### config.mk
export PLATFORM = sky130hd
export DESIGN_NAME = move_collector_flat
export DESIGN_NICKNAME = d
export VERILOG_FILES = /design/src/rtl/chess_pkg.sv /design/src/rtl/move_collector_if.sv /design/src/rtl/move_collector_word_unpacker.sv /design/src/rtl/move_collector.sv /design/src/flat_wrapper.sv
export SDC_FILE = /design/constraint.sdc
export NUM_CORES = 1
export LEC_CHECK = 0
export BUFFER_PORTS_ARGS = -buffer_cell sky130_fd_sc_hd__buf_4
export CORE_MARGIN = 2
export CORE_UTILIZATION = 25
export CTS_BUF_LIST = sky130_fd_sc_hd__clkbuf_8
export DETAILED_ROUTE_END_ITERATION = 7
export PLACE_DENSITY = 0.48
export SYNTH_ARGS = -nofsm -noshare
export SYNTH_HDL_FRONTEND = slang
export SYNTH_SLANG_ARGS = --single-unit
### constraint.sdc
create_clock -name clk -period 4.1 [get_ports clk]
set_clock_uncertainty 0.15 [all_clocks]
set_input_delay 0.205 -clock clk [delete_from_list [all_inputs] [get_ports clk]]
set_output_delay 0.205 -clock clk [all_outputs]
set_load 0.02 [all_outputs]
### src/rtl/chess_pkg.sv
// -----------------------------------------------------------------------------
// chess_pkg
// Shared definitions for the move-generation pipeline: piece and colour codes,
// move-slot geometry, the {x,y} square-index helper and the move_collector
// FSM state type.
// -----------------------------------------------------------------------------
package chess_pkg;

    localparam int unsigned NSQ      = 64;            // square units, index {x[2:0], y[2:0]}
    localparam int unsigned SLOTW    = 6;             // bits per move slot
    localparam int unsigned SLOTS    = 8;             // move slots per FIFO word
    localparam int unsigned WORDW    = SLOTS * SLOTW; // FIFO word width
    localparam int unsigned MAXMOVES = 255;           // move-count saturation limit
    localparam int unsigned CNTW     = 8;             // move-count width

    localparam logic [CNTW-1:0] MAX_COUNT = CNTW'(MAXMOVES);

    typedef enum logic [2:0] {
        EMPTY,
        PAWN,
        KNIGHT,
        BISHOP,
        ROOK,
        QUEEN,
        KING
    } piece_t;

    typedef enum logic {
        WHITE,
        BLACK
    } color_t;

    typedef logic [SLOTW-1:0] sq_t;

    function automatic sq_t sq_index(input logic [2:0] x, input logic [2:0] y);
        return {x, y};
    endfunction

    typedef enum logic [2:0] {
        ST_IDLE,
        ST_WAIT,
        ST_CHECK,
        ST_FETCH,
        ST_CAPT,
        ST_EMIT,
        ST_FIN
    } mc_state_t;

endpackage

### src/rtl/move_collector_if.sv
// -----------------------------------------------------------------------------
// move_collector_if
// Bundles the square-FIFO read bus and the move-stream handshake.
//   sq_done/sq_empty : per-square status flags (array -> collector)
//   sq_rden/sq_sel   : one-hot FIFO read enable and selected index
//   sq_data          : FIFO read data, valid one cycle after sq_rden
//   mv_valid/mv_ready/mv_from/mv_to : move stream to the search stage
// master = collector side, slave = square array / consumer side.
// -----------------------------------------------------------------------------
interface move_collector_if;
    import chess_pkg::*;

    logic [NSQ-1:0]   sq_done;
    logic [NSQ-1:0]   sq_empty;
    logic [NSQ-1:0]   sq_rden;
    logic [WORDW-1:0] sq_data;
    sq_t              sq_sel;
    logic             mv_valid;
    logic             mv_ready;
    sq_t              mv_from;
    sq_t              mv_to;

    modport master (
        input  sq_done, sq_empty, sq_data, mv_ready,
        output sq_rden, sq_sel, mv_valid, mv_from, mv_to
    );

    modport slave (
        output sq_done, sq_empty, sq_data, mv_ready,
        input  sq_rden, sq_sel, mv_valid, mv_from, mv_to
    );

endinterface

### src/rtl/move_collector_word_unpacker.sv
// -----------------------------------------------------------------------------
// word_unpacker
// Holds one captured FIFO word and walks its 8 slots MSB-first, streaming each
// non-empty slot as a (from,to) move through a registered valid/ready stage.
// A slot equal to the current square is an empty slot and is skipped.
//   i_load      : capture i_word and restart at slot 0
//   i_sel       : current square (destination and empty-slot marker)
//   i_ready     : consumer ready
//   o_valid/o_from/o_to : registered move output
//   o_word_done : last slot handled and output stage drained this cycle
// -----------------------------------------------------------------------------
module word_unpacker
    import chess_pkg::*;
(
    input  logic             clk,
    input  logic             reset,
    input  logic             i_load,
    input  logic [WORDW-1:0] i_word,
    input  sq_t              i_sel,
    input  logic             i_ready,
    output logic             o_valid,
    output sq_t              o_from,
    output sq_t              o_to,
    output logic             o_word_done
);

    logic [WORDW-1:0] r_word;
    logic [3:0]       r_slot;     // 0..8; bit 3 set = all slots consumed
    logic             r_active;
    logic             r_valid;
    sq_t              r_from;
    sq_t              r_to;

    sq_t  w_slots [SLOTS];
    sq_t  w_cur;
    logic w_free;
    logic w_more;
    logic w_skip;

    always_comb begin
        for (int unsigned k = 0; k < SLOTS; k++) begin
            w_slots[k] = r_word[WORDW-1-SLOTW*k -: SLOTW];
        end
        w_cur       = w_slots[r_slot[2:0]];
        // Output register can take a new value when empty or being accepted.
        w_free      = !r_valid || i_ready;
        w_more      = r_active && !r_slot[3];
        w_skip      = (w_cur == i_sel);
        o_word_done = r_active && r_slot[3] && w_free;
    end

    always_ff @(posedge clk) begin
        if (reset) begin
            r_word   <= '0;
            r_slot   <= '0;
            r_active <= 1'b0;
            r_valid  <= 1'b0;
            r_from   <= '0;
            r_to     <= '0;
        end else if (i_load) begin
            r_word   <= i_word;
            r_slot   <= '0;
            r_active <= 1'b1;
        end else if (w_more && w_free) begin
            r_slot  <= r_slot + 4'd1;
            r_valid <= !w_skip;
            if (!w_skip) begin
                r_from <= w_cur;
                r_to   <= i_sel;
            end
        end else if (w_free) begin
            r_valid <= 1'b0;
            if (r_slot[3]) begin
                r_active <= 1'b0;
            end
        end
    end

    assign o_valid = r_valid;
    assign o_from  = r_from;
    assign o_to    = r_to;

endmodule

### src/rtl/move_collector.sv
// -----------------------------------------------------------------------------
// move_collector
// Waits for all 64 square units to report done (two consecutive all-ones
// cycles), then scans the square FIFOs in index order, drains each word and
// streams the unpacked moves out one per handshake. Counts emitted moves with
// saturation and a sticky overflow flag.
//   clk, reset  : clock, synchronous active-high reset
//   start       : one-cycle pulse, honoured only in IDLE
//   bus         : square FIFO bus and move stream (master modport)
//   list_done   : one-cycle pulse when the scan completes
//   move_count  : moves emitted this board, saturating at MAXMOVES
//   overflow    : sticky, a move was emitted with the count already saturated
// -----------------------------------------------------------------------------
module move_collector
    import chess_pkg::*;
(
    input  logic            clk,
    input  logic            reset,
    input  logic            start,
    move_collector_if.master bus,
    output logic            list_done,
    output logic [CNTW-1:0] move_count,
    output logic            overflow
);

    mc_state_t       r_state;
    sq_t             r_sel;
    logic [NSQ-1:0]  r_rden;
    logic            r_done_seen;
    logic            r_list_done;
    logic [CNTW-1:0] r_count;
    logic            r_overflow;

    logic w_load;
    logic w_mv_valid;
    sq_t  w_mv_from;
    sq_t  w_mv_to;
    logic w_word_done;
    logic w_accept;

    assign w_load   = (r_state == ST_CAPT);
    assign w_accept = w_mv_valid && bus.mv_ready;

    word_unpacker u_unpacker (
        .clk         (clk),
        .reset       (reset),
        .i_load      (w_load),
        .i_word      (bus.sq_data),
        .i_sel       (r_sel),
        .i_ready     (bus.mv_ready),
        .o_valid     (w_mv_valid),
        .o_from      (w_mv_from),
        .o_to        (w_mv_to),
        .o_word_done (w_word_done)
    );

    always_ff @(posedge clk) begin
        if (reset) begin
            r_state     <= ST_IDLE;
            r_sel       <= '0;
            r_rden      <= '0;
            r_done_seen <= 1'b0;
            r_list_done <= 1'b0;
            r_count     <= '0;
            r_overflow  <= 1'b0;
        end else begin
            r_rden      <= '0;
            r_list_done <= 1'b0;

            if (w_accept) begin
                if (r_count == MAX_COUNT) begin
                    r_overflow <= 1'b1;
                end else begin
                    r_count <= r_count + 1'b1;
                end
            end

            case (r_state)
                ST_IDLE: begin
                    if (start) begin
                        r_count     <= '0;
                        r_overflow  <= 1'b0;
                        r_sel       <= '0;
                        r_done_seen <= 1'b0;
                        r_state     <= ST_WAIT;
                    end
                end
                // Two consecutive all-ones samples mask the single-cycle
                // done dropout produced by the squares' hold logic.
                ST_WAIT: begin
                    if (&bus.sq_done) begin
                        if (r_done_seen) begin
                            r_state <= ST_CHECK;
                        end
                        r_done_seen <= 1'b1;
                    end else begin
                        r_done_seen <= 1'b0;
                    end
                end
                ST_CHECK: begin
                    if (!bus.sq_empty[r_sel]) begin
                        r_rden  <= {{(NSQ-1){1'b0}}, 1'b1} << r_sel;
                        r_state <= ST_FETCH;
                    end else if (r_sel == sq_t'(NSQ-1)) begin
                        // Raised on entry so the pulse coincides with FIN.
                        r_list_done <= 1'b1;
                        r_state     <= ST_FIN;
                    end else begin
                        r_sel <= r_sel + 6'd1;
                    end
                end
                ST_FETCH: r_state <= ST_CAPT;
                ST_CAPT:  r_state <= ST_EMIT;
                ST_EMIT: begin
                    // Revisit the same square: its FIFO may hold more words.
                    if (w_word_done) begin
                        r_state <= ST_CHECK;
                    end
                end
                ST_FIN:   r_state <= ST_IDLE;
                default:  r_state <= ST_IDLE;
            endcase
        end
    end

    assign bus.sq_rden  = r_rden;
    assign bus.sq_sel   = r_sel;
    assign bus.mv_valid = w_mv_valid;
    assign bus.mv_from  = w_mv_from;
    assign bus.mv_to    = w_mv_to;
    assign list_done    = r_list_done;
    assign move_count   = r_count;
    assign overflow     = r_overflow;

endmodule

### src/flat_wrapper.sv
// flat-port wrapper written by rule: the top's interface ports become plain ports
module move_collector_flat import chess_pkg::*;
  (clk, reset, start, list_done, move_count, overflow, bus_sq_done, bus_sq_empty, bus_sq_data, bus_mv_ready, bus_sq_rden, bus_sq_sel, bus_mv_valid, bus_mv_from, bus_mv_to);
  move_collector_if bus_i ();
  input  logic clk;
  input  logic reset;
  input  logic start;
  output logic list_done;
  output logic [CNTW-1:0] move_count;
  output logic overflow;
  input wire logic [$bits(bus_i.sq_done)-1:0] bus_sq_done;
  input wire logic [$bits(bus_i.sq_empty)-1:0] bus_sq_empty;
  input wire logic [$bits(bus_i.sq_data)-1:0] bus_sq_data;
  input wire logic [$bits(bus_i.mv_ready)-1:0] bus_mv_ready;
  output wire logic [$bits(bus_i.sq_rden)-1:0] bus_sq_rden;
  output wire logic [$bits(bus_i.sq_sel)-1:0] bus_sq_sel;
  output wire logic [$bits(bus_i.mv_valid)-1:0] bus_mv_valid;
  output wire logic [$bits(bus_i.mv_from)-1:0] bus_mv_from;
  output wire logic [$bits(bus_i.mv_to)-1:0] bus_mv_to;
  assign bus_i.sq_done = bus_sq_done;
  assign bus_i.sq_empty = bus_sq_empty;
  assign bus_i.sq_data = bus_sq_data;
  assign bus_i.mv_ready = bus_mv_ready;
  assign bus_sq_rden = bus_i.sq_rden;
  assign bus_sq_sel = bus_i.sq_sel;
  assign bus_mv_valid = bus_i.mv_valid;
  assign bus_mv_from = bus_i.mv_from;
  assign bus_mv_to = bus_i.mv_to;
  move_collector u_core (.clk(clk), .reset(reset), .start(start), .bus(bus_i), .list_done(list_done), .move_count(move_count), .overflow(overflow));
endmodule
==> impl_metrics.tcl <==
set metrics [dict create \
    outcome "completed" \
    relSlewSlack_pct 30.7 \
    hpwl_um 16300 \
    syn_nets 892 \
    h-tree-depth 4 \
    dr_wl_met2_um 10200 \
    first_pass_iters 6 \
    drc 0 \
    nets 1193 \
    syn_inst 704 \
    p_per_area_nw_per_um2 300 \
    slowest_stage "dfxtp_1" \
    ant_nets 0 \
    reg2reg_depth 6 \
    postCtsHoldBufs 50 \
    clock_path_buffers 2 \
    netlist_top_cells_area "dfxtp_1 46%, mux4_2 8.4%, nand2_1 7.5%, a21oi_1 4.3%, nor3_1 3.9%" \
    min_period_ps 3420 \
    cts.clk_slew.worst_paths_ps 90 \
    n_fill_cell 2566 \
    clock-sinks 150 \
    antenna_cells 0 \
    grt_max_degree 74 \
    fmax_ghz 0.292 \
    dieArea_sq_um 27200 \
    dr.max_layer_used "met4" \
    ys_warn_count 0 \
    cp-start-kind "flop" \
    synth-edff-count 0 \
    place.gp.congestion 0.780 \
    setup_viol 0 \
    initialDrtViolationCount 332 \
    pin_count 273 \
    clk_latency_ps 460 \
    drive_above_1_share_pct 36.0 \
    crit_end "u_core.bus.sq_rden[46]" \
    m1WireLength_um 10100 \
    grt_overflow_total 0 \
    leakage_nw 3.75 \
    rsz0062_at_grt "false" \
    final-hold-violation-count 0 \
    route.met3.wl_um 1280 \
    path_max_fanout 32 \
    numCtsBuffers 17 \
    fin_tns_setup_ps 0 \
    cts_tree "yes" \
    r2r-end "u_core.bus.sq_rden[46]" \
    worstSetupPathType "flop to flop" \
    die_w_um 165 \
    die_height_um 165 \
    vias 6121 \
    crit_chain "mux4_2 -> a22oi_1 -> and3_1 -> a2bb2oi_4 -> nand2_2 -> nor3_1" \
    antenna_found_initial 0 \
    postCtsSetupBuffers 0 \
    wl_per_cell_um 16.2 \
    maxCapViolations 0 \
    reg2reg_slack_ps 680 \
    worst_pin_slew_ps 1040 \
    syn_area_sq_um 6470 \
    synthFlopType "dfxtp_1" \
    final_cell_mix "282 x buf_4, 150 x dfxtp_1, 129 x nand2_1, 55 x a21oi_1, 51 x nor3_1" \
    ys_ff_latch 150 \
    grt_pass1_vias 6178 \
    initial_core_util_pct 25.6 \
    port_buffers 272 \
    coreArea_sq_um 25300 \
    ctsResizeCount 0 \
    cpPeakStageDelay_ps 1020 \
    grt_first_pass_wirelength_um 33500 \
    grt_usage_pct 15.9 \
    rows 58 \
    drt_wl_total_um 21800 \
    syn-mean-instance-area_sq_um 9.19 \
    synthToLayoutAreaGrowth_pct 48.7 \
    synth.distinct_cells 57 \
    vias_per_cell 4.54 \
    yosys.area.top_type_share_pct 46.4 \
    yosys.area.top_type "dfxtp_1" \
    end_kind "flop" \
    layout_commonest_cell "buf_4" \
    timing.final.max_slew_violations 0 \
    preCtsSetupSlack_ps 644 \
    async_flop_share_pct 0 \
    cp-startpoint "u_core.bus.sq_sel[0]" \
    cts-root-buf "clkbuf_8" \
    critical_path.reg2reg.startpoint "u_core.bus.sq_sel[0]" \
    min_period_over_period_pct 83.4 \
    critPathRequiredTime_ps 4320 \
    ir_drop_uv 143 \
    fin_ws_ps 679 \
    hold_path.class "input pin to flop" \
    cp_data_arrival_time_ps 3640 \
    ys_seq_area_share_pct 46.4 \
]
[worst min-delay path by stage]
stage | cells past startpoint | end | slack, ps | from
after floorplan | 2 | u_core.u_unpacker.r_word[0] | 190 | bus_sq_data[0]
after global placement | 2 | u_core.u_unpacker.r_word[0] | 290 | u_core.u_unpacker.r_word[0]
after detailed placement | 2 | u_core.u_unpacker.r_word[42] | 300 | u_core.u_unpacker.r_word[42]
after CTS | 5 | u_core.r_done_seen | 70 | bus_sq_done[12]
after global routing | 5 | u_core.r_done_seen | 110 | bus_sq_done[15]
final | 5 | u_core.r_done_seen | 90 | bus_sq_done[12]
[critical path, delay by kind of cell, from the launching register on]
kind,cells,cell delay [ps]
flops,1,1020
simple gates,3,990
mux,1,610
compound gates,2,540
[area by class of cell]
type / count / area, sq um / area share (%)
clock buffer: 17 / 234 / 2.43
tap: 330 / 413 / 4.29
inverter: 13 / 48.8 / 0.507
timing repair buffer: 332 / 2620 / 27.2
clock inverter: 15 / 121 / 1.26
sequential: 150 / 3000 / 31.2
multi-input combinational: 491 / 3190 / 33.1
[report_power, final]
part / internal (mW) / leakage [nW] / switching, mW / total, mW
clock: 0.432 / 0.177 / 0.617 / 1.05
combinational: 0.199 / 2.37 / 0.143 / 0.343
sequential: 1.47 / 1.21 / 0.0199 / 1.49
[layer usage]
layer  vias up  global-route usage, %
li1       3118                      -
met1      2801                   20.9
met2       186                   25.9
met3        16                   3.52
met4         0                   4.86
met5         -                      0
[synth_stat cells (3+ instances only)]
master	number
nor4_1	5
dfxtp_1	150
mux2i_1	12
inv_1	11
ha_1	8
or3_1	3
nor3b_1	3
mux4_2	24
xor2_1	3
nand4_1	28
a31oi_1	5
nor2b_1	4
buf_4	4
xnor2_1	8
a21o_1	3
nand2b_1	11
buf_6	4
nand3_1	21
a22oi_1	3
nand2_1	129
a21oi_1	55
nor2_1	43
buf_2	9
buf_1	3
and3_1	4
o21ai_0	3
clkbuf_1	30
a41oi_1	3
a211oi_1	12
mux2_2	7
nor3_1	51
a32oi_1	8
nor2_2	8
[state kept, by name, indices dropped and copies added, names as in the netlist]
signal,flops
u_core.list_done,1
u_core.move_count,8
u_core.u_unpacker.r_word,48
u_core.bus.sq_sel,6
u_core.bus.sq_rden,64
u_core.u_unpacker.r_active,1
u_core.u_unpacker.o_valid,1
u_core.r_done_seen,1
u_core.u_unpacker.r_slot,4
u_core.overflow,1
u_core.u_unpacker.o_to,6
u_core.r_state,3
u_core.u_unpacker.o_from,6
[stage by stage]
step | total power [mW] | cells | util (%) | instance area (sq um) | hold slack [ps]
2_1_floorplan | 1.66 | 704 | - | 6470 | 191
3_3_place_gp | 1.83 | 1266 | 34.6 | 8770 | 292
3_5_place_dp | 1.83 | 1266 | 34.6 | 8770 | 297
4_1_cts | 2.92 | 1348 | 38.0 | 9630 | 68.6
5_1_grt | 3.01 | 1348 | 38.0 | 9630 | 107
6_report | 2.89 | 1348 | 38.0 | 9630 | 92.7
[kinds of logic (layout without fill, tap and decap cells)]
family | count (synthesis) | after routing | share of synthesized area (%)
fa+ha+maj | 8 | 8 | 1.55
mux | 46 | 46 | 12.0
xor+xnor | 11 | 11 | 1.49
simple gates | 322 | 322 | 23.5
compound gates | 104 | 104 | 10.5
buf+inv | 63 | 377 | 4.52
flops | 150 | 150 | 46.4
Power figures use the tool's default switching activity.
